`config.mk`:
```
export PLATFORM = sky130hd
export DESIGN_NAME = serial_subtractor_flat
export DESIGN_NICKNAME = d
export VERILOG_FILES = /design/src/rtl/serial_subtractor_pkg.sv /design/src/rtl/serial_subtractor_if.sv /design/src/rtl/serial_subtractor_full_subtractor.sv /design/src/rtl/serial_subtractor.sv /design/src/flat_wrapper.sv
export SDC_FILE = /design/constraint.sdc
export NUM_CORES = 1
export LEC_CHECK = 0
export CAP_MARGIN = 10
export CORE_MARGIN = 2
export CORE_UTILIZATION = 40
export DETAILED_ROUTE_END_ITERATION = 16
export MAX_ROUTING_LAYER = met4
export PLACE_DENSITY = 0.72
export SLEW_MARGIN = 5
export SYNTH_ARGS = -nofsm -noshare
export SYNTH_HDL_FRONTEND = slang
export SYNTH_SLANG_ARGS = --single-unit
```
`constraint.sdc`:
```
create_clock -name clk -period 2.2 [get_ports clk]
set_clock_uncertainty 0.1 [all_clocks]
set_input_delay 0.44 -clock clk [delete_from_list [all_inputs] [get_ports clk]]
set_output_delay 0.44 -clock clk [all_outputs]
set_load 0.05 [all_outputs]
```
`src/rtl/serial_subtractor_pkg.sv`:
```
// Shared definitions for the bit-serial subtractor.
// Holds the FSM state encoding and the default operand width.
// Imported by the interface, the top-level module and the bench.
package serial_sub_pkg;

  // Three-state controller encoding: IDLE=0, SHIFT=1, DONE=2
  typedef enum logic [1:0] {
    IDLE  = 2'd0,
    SHIFT = 2'd1,
    DONE  = 2'd2
  } state_t;

  localparam int DEFAULT_WIDTH = 8;

endpackage

```
`src/rtl/serial_subtractor_if.sv`:
```
// Operand/result bundle of the bit-serial subtractor.
// Ports carried:
//   start      - request to begin a subtraction (master -> slave)
//   a, b, bin  - minuend, subtrahend, borrow-in (master -> slave)
//   busy       - controller is not idle (slave -> master)
//   done       - one-cycle result-valid pulse (slave -> master)
//   diff, bout - a - b - bin modulo 2^WIDTH and its borrow-out (slave -> master)
interface serial_subtractor_if #(
  parameter int WIDTH = serial_sub_pkg::DEFAULT_WIDTH
);

  logic             start;
  logic [WIDTH-1:0] a;
  logic [WIDTH-1:0] b;
  logic             bin;
  logic             busy;
  logic             done;
  logic [WIDTH-1:0] diff;
  logic             bout;

  modport master (
    output start, a, b, bin,
    input  busy, done, diff, bout
  );

  modport slave (
    input  start, a, b, bin,
    output busy, done, diff, bout
  );

endinterface

```
`src/rtl/serial_subtractor_full_subtractor.sv`:
```
// One-bit full subtractor used by the serial datapath.
// Ports:
//   x  - minuend bit
//   y  - subtrahend bit
//   bi - borrow in
//   d  - difference bit, x - y - bi modulo 2
//   bo - borrow out, set when x < y + bi
module full_subtractor (
  input  logic x,
  input  logic y,
  input  logic bi,
  output logic d,
  output logic bo
);

  assign d  = x ^ y ^ bi;
  // Borrow when y beats x outright, or when they tie and a borrow is pending
  assign bo = (~x & y) | (~(x ^ y) & bi);

endmodule

```
`src/rtl/serial_subtractor.sv`:
```
// Bit-serial subtractor: computes a - b - bin one bit per clock, LSB first.
// Ports:
//   clk   - single clock, all state changes on its rising edge
//   rst_n - asynchronous active-low reset
//   bus   - slave side of serial_subtractor_if (start/a/b/bin in,
//           busy/done/diff/bout out)
// A start seen in IDLE loads the operands and enters SHIFT; after WIDTH
// SHIFT edges the controller spends one cycle in DONE and returns to IDLE.
// diff and bout keep their final values until the next accepted start.
module serial_subtractor
  import serial_sub_pkg::*;
#(
  parameter int WIDTH = DEFAULT_WIDTH
) (
  input logic                clk,
  input logic                rst_n,
  serial_subtractor_if.slave bus
);

  localparam int CW = $clog2(WIDTH + 1);
  localparam logic [CW-1:0] LAST_BIT = CW'(WIDTH - 1);

  state_t           state;
  logic [WIDTH-1:0] a_q;
  logic [WIDTH-1:0] b_q;
  logic [WIDTH-1:0] diff_q;
  logic [WIDTH-1:0] diff_next;
  logic             br_q;
  logic [CW-1:0]    cnt;
  logic             busy_q;
  logic             done_q;
  logic             bit_d;
  logic             bit_bo;

  full_subtractor u_fs (
    .x  (a_q[0]),
    .y  (b_q[0]),
    .bi (br_q),
    .d  (bit_d),
    .bo (bit_bo)
  );

  // New difference bit enters at the MSB so that after WIDTH shifts the
  // first (LSB) result bit has walked down to position 0.
  generate
    if (WIDTH == 1) begin : g_diff_w1
      assign diff_next = bit_d;
    end else begin : g_diff_wn
      assign diff_next = {bit_d, diff_q[WIDTH-1:1]};
    end
  endgenerate

  always_ff @(posedge clk or negedge rst_n) begin
    if (!rst_n) begin
      state  <= IDLE;
      a_q    <= '0;
      b_q    <= '0;
      diff_q <= '0;
      br_q   <= 1'b0;
      cnt    <= '0;
      busy_q <= 1'b0;
      done_q <= 1'b0;
    end else begin
      case (state)
        IDLE: begin
          done_q <= 1'b0;
          if (bus.start) begin
            a_q    <= bus.a;
            b_q    <= bus.b;
            br_q   <= bus.bin;
            diff_q <= '0;
            cnt    <= '0;
            busy_q <= 1'b1;
            state  <= SHIFT;
          end
        end
        SHIFT: begin
          a_q    <= a_q >> 1;
          b_q    <= b_q >> 1;
          diff_q <= diff_next;
          br_q   <= bit_bo;
          cnt    <= cnt + CW'(1);
          // The edge that consumes the last bit also raises done
          if (cnt == LAST_BIT) begin
            state  <= DONE;
            done_q <= 1'b1;
          end
        end
        DONE: begin
          done_q <= 1'b0;
          busy_q <= 1'b0;
          state  <= IDLE;
        end
        default: begin
          done_q <= 1'b0;
          busy_q <= 1'b0;
          state  <= IDLE;
        end
      endcase
    end
  end

  assign bus.busy = busy_q;
  assign bus.done = done_q;
  assign bus.diff = diff_q;
  assign bus.bout = br_q;

endmodule

```
`src/flat_wrapper.sv`:
```
// flat-port wrapper written by rule: the top's interface ports become plain ports
module serial_subtractor_flat import serial_sub_pkg::*;
#(
  parameter int WIDTH = DEFAULT_WIDTH
)
  (clk, rst_n, bus_start, bus_a, bus_b, bus_bin, bus_busy, bus_done, bus_diff, bus_bout);
  serial_subtractor_if #(.WIDTH(WIDTH)) bus_i ();
  input logic clk;
  input logic rst_n;
  input wire logic [$bits(bus_i.start)-1:0] bus_start;
  input wire logic [$bits(bus_i.a)-1:0] bus_a;
  input wire logic [$bits(bus_i.b)-1:0] bus_b;
  input wire logic [$bits(bus_i.bin)-1:0] bus_bin;
  output wire logic [$bits(bus_i.busy)-1:0] bus_busy;
  output wire logic [$bits(bus_i.done)-1:0] bus_done;
  output wire logic [$bits(bus_i.diff)-1:0] bus_diff;
  output wire logic [$bits(bus_i.bout)-1:0] bus_bout;
  assign bus_i.start = bus_start;
  assign bus_i.a = bus_a;
  assign bus_i.b = bus_b;
  assign bus_i.bin = bus_bin;
  assign bus_busy = bus_i.busy;
  assign bus_done = bus_i.done;
  assign bus_diff = bus_i.diff;
  assign bus_bout = bus_i.bout;
  serial_subtractor #(.WIDTH(WIDTH)) u_core (.clk(clk), .rst_n(rst_n), .bus(bus_i));
endmodule
```
* Word-level counts from Yosys, hierarchy flattened *
Index checks and enable logic that the tools add are counted.

word-level totals
  flip-flop bits (word level) = 33
  bits of input ports = 20
  output and inout port bits = 11
  word-level logic and storage cells = 43

operators by class
  $add $sub $neg = 1
  equal/unequal tests = 4
  multiplexer cells = 17
  bitwise logic cells = 8
  reductions and logical operators = 5

operator list
  kind                 number
  $pmux 8 s2           3
  $mux 8               3
  $pmux 4 s2           1
  $reduce_and 2->1     3
  $add 4x1->4 const B  1
  $eq 4x3->1 const B   1
  $mux 1               4
  $mux 2               2
  $mux 4               1
  $pmux 1 s2           2
  $pmux 2 s2           1
  $not 1->1            3
  $and 1x1->1          2
  $eq 2x1->1 const B   1
  $logic_not 2->1      1
  $ne 2x1->1 const B   1
  $ne 2x2->1 const B   1
  $reduce_bool 2->1    1
  $xor 1x1->1          2
  $or 1x1->1           1

* Logic depth before layout (Yosys ltp) *
  word-level depth = 5
  depth in mapped cells = 5
  mapped depth without buffers = 5

* By module *
A second synthesis with hierarchy kept.

second synthesis, totals
  cell total of the unflattened synthesis = 149
  area, all modules = 1551.5 µm²

by module, submodules not included
  module             times used  cells an instance  area an instance (µm²)  seq. area each (µm²)
  serial_subtractor  1           145                1520.2                  825.8
  full_subtractor    1           4                  31.3                    0.0

* Worst setup path before layout *
No wires, ideal clock.

  path type = reg2reg
  start point = register u_core.br_q, in the netlist u_core.bus.bout
  end point = register u_core.br_q, in the netlist u_core.bus.bout
  setup time = 0.082 ns
  arrival = 1.488 ns
  data required time = 2.018 ns
  slack = 0.530 ns
  stages on the path, launching flop included = 6
  buffers on the path = 0
  period minus slack after synthesis = 1.670 ns
  cells stage by stage = dfrtp_1 -> inv_1 -> fa_1 -> and2b_1 -> a21oi_2 -> o22ai_1

between the ends
  longest elaborated chain between the ends = 3

RTL lines
  what                    RTL line                                 source
  from (decl)             serial_subtractor.sv:28                  logic br_q;
  from (signal assigned)  serial_subtractor.sv:70                  br_q <= bus.bin;
  from (signal assigned)  serial_subtractor.sv:81                  br_q <= bit_bo;
  $and 1x1->1             serial_subtractor_full_subtractor.sv:18  assign bo = (~x & y) | (~(x ^ y) & bi);
  $or 1x1->1              serial_subtractor_full_subtractor.sv:18
  $pmux 1 s2              serial_subtractor.sv:64                  case (state)

No other way between the ends.
A chain may end at the register's enable or synchronous reset.

* Worst setup path in the final report *
  start point = register u_core.diff_q[3], in the netlist u_core.bus.diff[3]
  end point = output bus_diff[3]

RTL lines
  what                    RTL line                 source
  from (decl)             serial_subtractor.sv:26  logic [WIDTH-1:0] diff_q;
  from (signal assigned)  serial_subtractor.sv:80  diff_q <= diff_next;
  to (decl)               flat_wrapper.sv:16       output wire logic [$bits(bus_i.diff)-1:0] bus_diff;

No word-level cell between the ends.

==> impl_metrics.ini <==
[route]
dr.pass1.iters = 4
post_drt_wl_per_cell_um = 13.6
wl_mm = 2.83
drc = 0
num_vias = 1091
viasPerCell = 5.27
ant_nets = 0
drt_iter0_drc = 87

[setup_path]
cp.depth = 1
path_class = reg -> out
cp.required_ns = 1.66
rr_worst_depth = 4
crit_end = bus_diff[3]
reg2reg_slack_ns = 0.74
rr_endpoint = u_core.a_q[5]
crit_arrival_ns = 1.48
path_cells = clkdlybuf4s50_1
path_buf_inv = 1
cp-end-kind = primary output
max_stage_delay_ns = 0.81
start_kind = flip-flop
crit_fanout = 3
cp_top_family = buffers and inverters
critPathLaunch = u_core.bus.diff[3]
timing.rr.start = u_core.state[0]
cpMaxStageDelayCell = clkdlybuf4s50_1

[global_route]
grt_pass1_vias = 1075
track_usage = 0.159
overflow = 0
antenna_found_initial = 0
grt_pass1_wl_mm = 4.95
grt_start_max_net_pins = 34

[clock_tree]
cts_made_buffers = 5
cts_resized = 0
path_clk_slew_ns = 0.06
cts_tree = done
cts_hold_buf = 0
cts_num_sinks = 33
cts-root-buf = clkbuf_8
clk_latency_ns = 0.28
cts_setup_buffers = 0
cts_buffer_depth = 2
cts.htree.levels = 2

[sta]
drv_slew = 0
relSlewSlack = 0.668
fin_crit_ns = 2.02
worstMarginPinSlew_ns = 0.497
finalSetupViolCount = 0
setup-tns-final_ns = 0
max_freq_mhz = 496
grt_setup_unrepaired = no
hold_viol = 0
min_period_over_period = 0.916

[worst_hold_path]
hp-class = reg -> reg

[yosys]
synthArstFlopShare = 1.00
yosys_warnings = 0
synth_area_leaders = dfrtp_1, a22oi_1, a22o_1
ys_ff_latch = 33
synth.most_common_cell = dfrtp_1
synth_compound_area_frac = 0.239
syn_nets = 147
synth_top_family_by_area = compound AO/OA/AOI/OAI gates
yosys-top-cells-count = dfrtp_1, nand2_1, a22oi_1
synth_cell_type_count = 32
synthesis.area_um2 = 1480
synthMuxAreaShare = 0.0153
postSynthAreaPerCell_um2 = 11.8
ys.flop_type = dfrtp_1
synth_edf_count = 0
yosys.area.top_type = dfrtp_1
ys_seq_area_frac = 0.560
synth-xor-area-share = 0
synth_fa_ha_area_frac = 0.0221
yosys.area_share.simple = 0.0975
synth_top_area_share = 0.560
synthCells = 125

[die]
rows = 22
core_area_um2 = 3610
fp.dieW_um = 64.7
die-area_um2 = 4190
die_y_um = 64.7
ios = 31
initial_core_util = 0.409

[power]
power.leakage_uw = 0.000808
powerDensity_nw_per_um2 = 1390
ir_drop_uv = 528

[layout]
diodes = 0
nets = 180
final_area_um2 = 1880
seq_area_um2 = 826
multiInputGateArea_um2 = 552
area_delta_synth_final_pct = 27.7
drive_above_1_share = 0.138
nFillCells = 309

[placement]
port_buffers = 30
routabilityCongestion = 0.743
hpwl_mm = 2.02
place_area_um2 = 1780

[flow_run]
maxCapViolations = 0

[run_status]
outcome = finished, final reports clean
[cells by family after synthesis]
| family | count (synthesis) |
|---|---|
| AND/OR/NAND/NOR | 28 |
| buffers and inverters | 12 |
| AO/OA/AOI/OAI | 48 |
| adder cells (fa/ha/maj) | 2 |
| flip-flops | 33 |
| multiplexers | 2 |
[how the worst min path moves through the flow]
stage                     cells after the start  slack (ns)            end           from
final                                         2        0.39  u_core.a_q[1]  u_core.a_q[1]
after global routing                          1        0.40  u_core.b_q[7]  u_core.b_q[7]
after CTS                                     2        0.39  u_core.b_q[2]  u_core.b_q[2]
after detailed placement                      2        0.38  u_core.b_q[2]  u_core.b_q[2]
after global placement                        2        0.37  u_core.b_q[3]  u_core.b_q[3]
after floorplan                               0        0.04  u_core.a_q[0]          rst_n
[report_power, final]
part           switching (uW)  total (uW)  internal (uW)
logic                     649        1130            484
clock network             207         490            282
registers                 162         993            831
total                    1020        2610           1600
[registers in the layout (all words and copies together) (netlist names)]
name             cells
u_core.bus.diff      8
u_core.bus.done      1
u_core.state         2
u_core.a_q           8
u_core.b_q           8
u_core.bus.bout      1
u_core.bus.busy      1
u_core.cnt           4
[layout make-up]
| cell class | instances | area share |
|---|---|---|
| Clock buffer | 7 | 0.0511 |
| Inverter | 4 | 0.00797 |
| Clock inverter | 1 | 0.00266 |
| Multi-Input combinational cell | 80 | 0.293 |
| Tap cell | 48 | 0.0319 |
| Sequential cell | 33 | 0.438 |
| Timing Repair Buffer | 34 | 0.175 |
[routing by layer]
| metal | vias to the layer above | GRT usage | wire, um | part of all wire |
|---|---|---|---|---|
| met1 | 538 | 0.197 | 1280 | 0.45 |
| met5 | - | - | 0 | 0 |
| met4 | 0 | 0.0638 | 32 | 0.011 |
| met2 | 31 | 0.249 | 1380 | 0.49 |
| li1 | 518 | - | - | - |
| met3 | 4 | 0.0417 | 127 | 0.045 |
[placed cells by master, fill, tap and decap left out, drive strengths merged]
master | netlist | routed
clkbuf | 0 | 7
a32o | 1 | 1
a22oi | 13 | 13
o22ai | 2 | 2
buf | 8 | 4
o21ai | 14 | 14
clkinv | 0 | 1
nand3 | 1 | 1
and3b | 1 | 1
ha | 1 | 1
o21bai | 1 | 1
a21oi | 3 | 3
clkdlybuf4s50 | 0 | 30
a22o | 10 | 10
nor2b | 1 | 1
fa | 1 | 1
and2b | 4 | 4
a31oi | 2 | 2
mux2 | 2 | 2
a41oi | 1 | 1
nand2 | 16 | 16
dfrtp | 33 | 33
nor2 | 4 | 4
inv | 4 | 4
and2 | 1 | 1
o21a | 1 | 1
[per-stage QoR]
step / util / setup slack [ns] / instances / power [uW] / hold WS, ns
after floorplan: - / 0.530 / 125 / 1840 / 0.0444
after global placement: 0.494 / 0.287 / 199 / 2090 / 0.369
after detailed placement: 0.494 / 0.230 / 199 / 2150 / 0.375
after CTS: 0.523 / 0.161 / 207 / 2640 / 0.389
after global routing: 0.523 / 0.123 / 207 / 2790 / 0.403
final: 0.523 / 0.184 / 207 / 2610 / 0.390
Note: power is estimated with default switching activity, not from simulation.
